File: config.mk
export PLATFORM = sky130hd
export DESIGN_NAME = tile_scheduler_flat
export DESIGN_NICKNAME = d
export VERILOG_FILES = /design/src/rtl/tile_scheduler_pkg.sv /design/src/rtl/tile_scheduler_if.sv /design/src/rtl/tile_scheduler_index.sv /design/src/rtl/tile_scheduler.sv /design/src/flat_wrapper.sv
export SDC_FILE = /design/constraint.sdc
export NUM_CORES = 1
export LEC_CHECK = 0
export BUFFER_PORTS_ARGS = -buffer_cell sky130_fd_sc_hd__buf_2
export CAP_MARGIN = 20
export CORE_MARGIN = 2
export CORE_UTILIZATION = 30
export CTS_CLUSTER_SIZE = 12
export DETAILED_ROUTE_END_ITERATION = 10
export SETUP_SLACK_MARGIN = 0.4
export SYNTH_ARGS = -nofsm -noshare
export SYNTH_HDL_FRONTEND = slang
export SYNTH_SLANG_ARGS = --single-unit
File: constraint.sdc
create_clock -name clk -period 2.05 [get_ports clk]
set_input_delay 0.615 -clock clk [delete_from_list [all_inputs] [get_ports clk]]
set_output_delay 0.615 -clock clk [all_outputs]
set_load 0.05 [all_outputs]
File: src/rtl/tile_scheduler_pkg.sv
// Shared types for the tile scheduler slice.
// Index/op widths, op codes and scheduler FSM states.
package tile_scheduler_pkg;

  localparam int TILE_IDX_W = 3;
  localparam int OP_W       = 3;
  localparam int DONE_W     = 2*TILE_IDX_W+1;

  typedef enum logic [OP_W-1:0] {
    OP_MUL  = 3'd0,
    OP_ADD  = 3'd1,
    OP_SUB  = 3'd2,
    OP_MAC  = 3'd3,
    OP_RELU = 3'd4,
    OP_MAX  = 3'd5,
    OP_MIN  = 3'd6,
    OP_CPY  = 3'd7
  } op_e;

  typedef enum logic [2:0] {
    IDLE,
    ISSUE,
    WAIT,
    NEXT,
    FINISH
  } sched_state_e;

endpackage

File: src/rtl/tile_scheduler_if.sv
// Command and tile_processor bundle of the scheduler.
// master = scheduler side, slave = controller/processor side.
interface tile_scheduler_if;
  import tile_scheduler_pkg::*;

  logic                  cmd_valid;
  logic                  cmd_ready;
  logic [OP_W-1:0]       cmd_op;
  logic [TILE_IDX_W-1:0] cmd_last_i;
  logic [TILE_IDX_W-1:0] cmd_last_j;
  logic                  tp_start;
  logic [TILE_IDX_W-1:0] tp_tile_i;
  logic [TILE_IDX_W-1:0] tp_tile_j;
  logic [OP_W-1:0]       tp_op_code;
  logic                  tp_done;

  modport master (
    input  cmd_valid, cmd_op,
    input  cmd_last_i, cmd_last_j,
    input  tp_done,
    output cmd_ready, tp_start,
    output tp_tile_i, tp_tile_j,
    output tp_op_code
  );

  modport slave (
    output cmd_valid, cmd_op,
    output cmd_last_i, cmd_last_j,
    output tp_done,
    input  cmd_ready, tp_start,
    input  tp_tile_i, tp_tile_j,
    input  tp_op_code
  );

endinterface

File: src/rtl/tile_scheduler_index.sv
// Row-major 2-D tile index counter (load, advance, is_last).
// Ports: clk, rst_n, load+ld_last_i/j, advance -> i, j, is_last.
module tile_index_counter
  import tile_scheduler_pkg::*;
(
  input  logic                  clk,
  input  logic                  rst_n,
  input  logic                  load,
  input  logic [TILE_IDX_W-1:0] ld_last_i,
  input  logic [TILE_IDX_W-1:0] ld_last_j,
  input  logic                  advance,
  output logic [TILE_IDX_W-1:0] i,
  output logic [TILE_IDX_W-1:0] j,
  output logic                  is_last
);

  logic [TILE_IDX_W-1:0] last_i;
  logic [TILE_IDX_W-1:0] last_j;

  always_ff @(posedge clk) begin
    if (!rst_n) begin
      last_i <= '0;
      last_j <= '0;
      i      <= '0;
      j      <= '0;
    end else if (load) begin
      last_i <= ld_last_i;
      last_j <= ld_last_j;
      i      <= '0;
      j      <= '0;
    end else if (advance) begin
      if (j == last_j) begin
        j <= '0;
        i <= i + 1'b1;
      end else begin
        j <= j + 1'b1;
      end
    end
  end

  assign is_last = (i == last_i) && (j == last_j);

endmodule

File: src/rtl/tile_scheduler.sv
// Walks a tile grid row-major, starting tile_processor per tile.
// Ports: clk, rst_n, bus (master), abort, busy, sched_done, err_timeout, tiles_done.
module tile_scheduler
  import tile_scheduler_pkg::*;
#(
  parameter int START_HOLD     = 2,
  parameter int TIMEOUT_CYCLES = 4096
) (
  input  logic                clk,
  input  logic                rst_n,
  tile_scheduler_if.master    bus,
  input  logic                abort,
  output logic                busy,
  output logic                sched_done,
  output logic                err_timeout,
  output logic [DONE_W-1:0]   tiles_done
);

  localparam int TMR_MAX =
    (TIMEOUT_CYCLES > START_HOLD) ? TIMEOUT_CYCLES : START_HOLD;
  localparam int TMR_W = (TMR_MAX > 2) ? $clog2(TMR_MAX) : 1;
  localparam logic [TMR_W-1:0] TMR_HOLD = TMR_W'(START_HOLD-1);
  localparam logic [TMR_W-1:0] TMR_TO   = TMR_W'(TIMEOUT_CYCLES-1);

  sched_state_e          state, nxt;
  logic [TMR_W-1:0]      tmr;
  logic [OP_W-1:0]       op;
  logic [TILE_IDX_W-1:0] idx_i, idx_j;
  logic                  is_last;
  logic                  load, adv;
  logic                  tmr_clr, tmr_inc;
  logic                  tile_inc, set_to;

  tile_index_counter u_idx (
    .clk       (clk),
    .rst_n     (rst_n),
    .load      (load),
    .ld_last_i (bus.cmd_last_i),
    .ld_last_j (bus.cmd_last_j),
    .advance   (adv),
    .i         (idx_i),
    .j         (idx_j),
    .is_last   (is_last)
  );

  // tmr counts START_HOLD cycles in ISSUE, then WAIT cycles
  always_comb begin
    nxt      = state;
    load     = 1'b0;
    adv      = 1'b0;
    tmr_clr  = 1'b0;
    tmr_inc  = 1'b0;
    tile_inc = 1'b0;
    set_to   = 1'b0;
    unique case (state)
      IDLE: begin
        if (bus.cmd_valid) begin
          load    = 1'b1;
          tmr_clr = 1'b1;
          nxt     = ISSUE;
        end
      end
      ISSUE: begin
        if (abort) begin
          nxt = FINISH;
        end else if (tmr == TMR_HOLD) begin
          tmr_clr = 1'b1;
          nxt     = WAIT;
        end else begin
          tmr_inc = 1'b1;
        end
      end
      WAIT: begin
        // done beats both abort and the final timeout cycle
        if (bus.tp_done) begin
          tile_inc = 1'b1;
          nxt = (abort || is_last) ? FINISH : NEXT;
        end else if (abort) begin
          nxt = FINISH;
        end else if (tmr == TMR_TO) begin
          set_to = 1'b1;
          nxt    = FINISH;
        end else begin
          tmr_inc = 1'b1;
        end
      end
      NEXT: begin
        tmr_clr = 1'b1;
        if (abort) begin
          nxt = FINISH;
        end else begin
          adv = 1'b1;
          nxt = ISSUE;
        end
      end
      FINISH: nxt = IDLE;
      default: nxt = IDLE;
    endcase
  end

  always_ff @(posedge clk) begin
    if (!rst_n) begin
      state       <= IDLE;
      tmr         <= '0;
      op          <= '0;
      err_timeout <= 1'b0;
      tiles_done  <= '0;
    end else begin
      state <= nxt;
      if (tmr_clr)      tmr <= '0;
      else if (tmr_inc) tmr <= tmr + 1'b1;
      if (load) op <= bus.cmd_op;
      if (load)        err_timeout <= 1'b0;
      else if (set_to) err_timeout <= 1'b1;
      if (load)          tiles_done <= '0;
      else if (tile_inc) tiles_done <= tiles_done + 1'b1;
    end
  end

  assign bus.cmd_ready  = (state == IDLE);
  assign bus.tp_start   = (state == ISSUE);
  assign bus.tp_tile_i  = idx_i;
  assign bus.tp_tile_j  = idx_j;
  assign bus.tp_op_code = op;
  assign busy           = (state != IDLE);
  assign sched_done     = (state == FINISH);

endmodule

File: src/flat_wrapper.sv
// flat-port wrapper written by rule: the top's interface ports become plain ports
module tile_scheduler_flat import tile_scheduler_pkg::*;
#(
  parameter int START_HOLD     = 2,
  parameter int TIMEOUT_CYCLES = 4096
)
  (clk, rst_n, abort, busy, sched_done, err_timeout, tiles_done, bus_cmd_valid, bus_cmd_op, bus_cmd_last_i, bus_cmd_last_j, bus_tp_done, bus_cmd_ready, bus_tp_start, bus_tp_tile_i, bus_tp_tile_j, bus_tp_op_code);
  tile_scheduler_if bus_i ();
  input  logic clk;
  input  logic rst_n;
  input  logic abort;
  output logic busy;
  output logic sched_done;
  output logic err_timeout;
  output logic [DONE_W-1:0] tiles_done;
  input wire logic [$bits(bus_i.cmd_valid)-1:0] bus_cmd_valid;
  input wire logic [$bits(bus_i.cmd_op)-1:0] bus_cmd_op;
  input wire logic [$bits(bus_i.cmd_last_i)-1:0] bus_cmd_last_i;
  input wire logic [$bits(bus_i.cmd_last_j)-1:0] bus_cmd_last_j;
  input wire logic [$bits(bus_i.tp_done)-1:0] bus_tp_done;
  output wire logic [$bits(bus_i.cmd_ready)-1:0] bus_cmd_ready;
  output wire logic [$bits(bus_i.tp_start)-1:0] bus_tp_start;
  output wire logic [$bits(bus_i.tp_tile_i)-1:0] bus_tp_tile_i;
  output wire logic [$bits(bus_i.tp_tile_j)-1:0] bus_tp_tile_j;
  output wire logic [$bits(bus_i.tp_op_code)-1:0] bus_tp_op_code;
  assign bus_i.cmd_valid = bus_cmd_valid;
  assign bus_i.cmd_op = bus_cmd_op;
  assign bus_i.cmd_last_i = bus_cmd_last_i;
  assign bus_i.cmd_last_j = bus_cmd_last_j;
  assign bus_i.tp_done = bus_tp_done;
  assign bus_cmd_ready = bus_i.cmd_ready;
  assign bus_tp_start = bus_i.tp_start;
  assign bus_tp_tile_i = bus_i.tp_tile_i;
  assign bus_tp_tile_j = bus_i.tp_tile_j;
  assign bus_tp_op_code = bus_i.tp_op_code;
  tile_scheduler #(.START_HOLD(START_HOLD), .TIMEOUT_CYCLES(TIMEOUT_CYCLES)) u_core (.clk(clk), .rst_n(rst_n), .bus(bus_i), .abort(abort), .busy(busy), .sched_done(sched_done), .err_timeout(err_timeout), .tiles_done(tiles_done));
endmodule
==> out/metrics.yaml <==
status: "complete, no violations"
grt_max_degree: 14
rows: 28
tightestPinTransition_ns: 0.467
initial_core_util_pct: 31.5
dieArea_um2: 6980
hold_viol: 0
dr.first_iter.drc_count: 53
power_density_nw_per_um2: 621
path_class: "primary input to flip-flop"
drive_gt1_share_pct: 41.4
vias: 1847
drc_errors: 0
area_delta_synth_final_pct: 46.9
final_common_cell: "buf_4"
via_per_inst: 5.03
hold_path.class: "flip-flop to flip-flop"
fmax_ghz: 0.528
firstDrtPassIters: 4
totalWireLength_um: 4980
synth.avg_cell_area_um2: 8.59
finalWeightedCongestion: 0.824
die_w_um: 83.5
grt_overflow_total: 0
clkTransAtPathRegs_ns: 0.08
holdBufCountCts: 0
io_pins: 35
dpl.hpwl_um: 3260
clkSinkCount: 38
grt_pass1_vias: 1838
wl_per_cell_um: 13.6
holdWs_ns: 0.467
ys_types: 45
diodes: 0
ys_warn_count: 0
ctsRootBufferMaster: "clkbuf_8"
path_max_fanout: 5
antenna_found_initial: 0
core_region_area_um2: 6030
final_cell_mix: "buf_4, nand2_1, dfxtp_1"
dieHeight_um: 83.5
yosysSeqAreaShare_pct: 40.1
report.final.slew_viol_count: 0
synth_edf_count: 0
cp.arrival_ns: 2.14
place.port_buffers: 34
async_flop_share_pct: 0
final_util_pct: 46.3
fin_crit_ns: 1.89
grt_pass1_wl_um: 8590
ys_ff_latch: 38
ant_nets: 0
worst_setup_path_end_kind: "flip-flop"
peakVddDrop_v: 0.000393
cp.required_ns: 2.29
synth_nets: 240
grtUsageTotal_pct: 15.0
drv_cap: 0
rsz0062_at_grt: "yes"
setup_tns_ns: 0
cts_max_level: 2
cp-start-kind: "primary input"
insertion_delay_ns: 0.30
synthesis.area_um2: 1900
p_leak_nw: 1.12
clockBufferDepth: 2
netlist_instances: 221
relSlewSlack_pct: 68.6
cts_tree: "done"
numCtsBuffers: 5
skew_ns: 0.00605
finalCritPeriodShare_pct: 92.4
nets: 310
setup_viol: 0
synth_ff_type: "dfxtp_1"
==> power by group <==
group	internal, mW	switching, mW	total (mW)
sequential	0.761	0.0160	0.777
combinational	0.177	0.209	0.386
clock	0.271	0.299	0.570
==> cell families (layout without fill, tap and decap cells) <==
| group | count (synthesis) | count (layout) | synth area share (%) |
|---|---|---|---|
| compound gates | 41 | 42 | 15.2 |
| xor+xnor | 16 | 16 | 7.38 |
| fa+ha+maj | 5 | 5 | 3.30 |
| buf+inv | 14 | 84 | 3.43 |
| flops | 38 | 38 | 40.1 |
| mux | 3 | 3 | 1.58 |
| simple gates | 104 | 104 | 29.0 |
==> per-layer routing <==
layer  routed length [µm]  vias to the layer above  track usage (%)
met5                    0                        -                0
met4                  109                        0             6.74
met3                  186                       11             3.56
met2                 2380                       34             24.0
met1                 2310                      864             19.1
li1                     -                      938                -
==> flip-flops by register name, summed over array words and instances, names as in the netlist <==
signal / flops
u_core.tiles_done: 7
u_core.tmr: 12
u_core.bus.tp_op_code: 3
u_core.u_idx.last_j: 3
u_core.u_idx.last_i: 3
u_core.state: 3
u_core.u_idx.i: 3
u_core.u_idx.j: 3
u_core.err_timeout: 1
==> final timing paths <==
check / start / endpoint / slack, ns / cells after the start
max: abort / u_core.tmr[10] / 0.16 / 6
min: u_core.tmr[1] / u_core.tmr[1] / 0.47 / 2
max reg2reg: u_core.state[1] / u_core.tmr[10] / 0.16 / 5
min reg2reg: u_core.tmr[1] / u_core.tmr[1] / 0.47 / 2
==> critical path, stage by stage <==
cell and delay, ns:
buf_6 0.09, or4b_4 0.50, a31oi_4 0.21, o21ba_4 0.20
or4_1 0.40, a21oi_1 0.12
==> synth_stat cells, types with 4 or more instances <==
library cell / n / share of area [%]
dfxtp_1: 38 / 40
nand2_1: 33 / 6.5
nor2_1: 15 / 3.0
a21oi_1: 10 / 2.6
xor2_1: 10 / 4.6
a21boi_0: 9 / 3.6
nor3_1: 8 / 2.1
nand3_1: 7 / 1.8
nand4_1: 7 / 2.3
clkbuf_1: 6 / 1.2
o21ai_0: 6 / 1.6
or3_1: 6 / 2.0
xnor2_1: 6 / 2.8
ha_1: 5 / 3.3
buf_2: 4 / 1.1
nor3b_1: 4 / 1.6
==> metrics by stage <==
step	setup WS, ns	instance area, µm²	total power, mW	std cells
after floorplan	-0.0347	2020	1.03	221
after global placement	-0.149	2370	1.10	342
after detailed placement	-0.173	2370	1.11	342
after CTS	0.180	2730	1.74	365
after global routing	0.121	2790	1.81	367
final	0.156	2790	1.73	367
==> timing repair <==
action,4_1_cts,5_1_grt
hold endpoints to repair,0,0
resized for setup,38,14
gates cloned,1,0
pin swaps,18,7
endpoints found under the setup margin,21,27
setup buffers,14,2
==> cell type report <==
class                           count  area (µm²)
Tap cell                           75        93.8
Sequential cell                    38         773
Multi-Input combinational cell    170        1280
Inverter                            3        11.3
Timing Repair Buffer               73         538
Clock buffer                        6        82.6
Clock inverter                      2        12.5
Fill cell                         582        3240
Power figures use the tool's default switching activity.
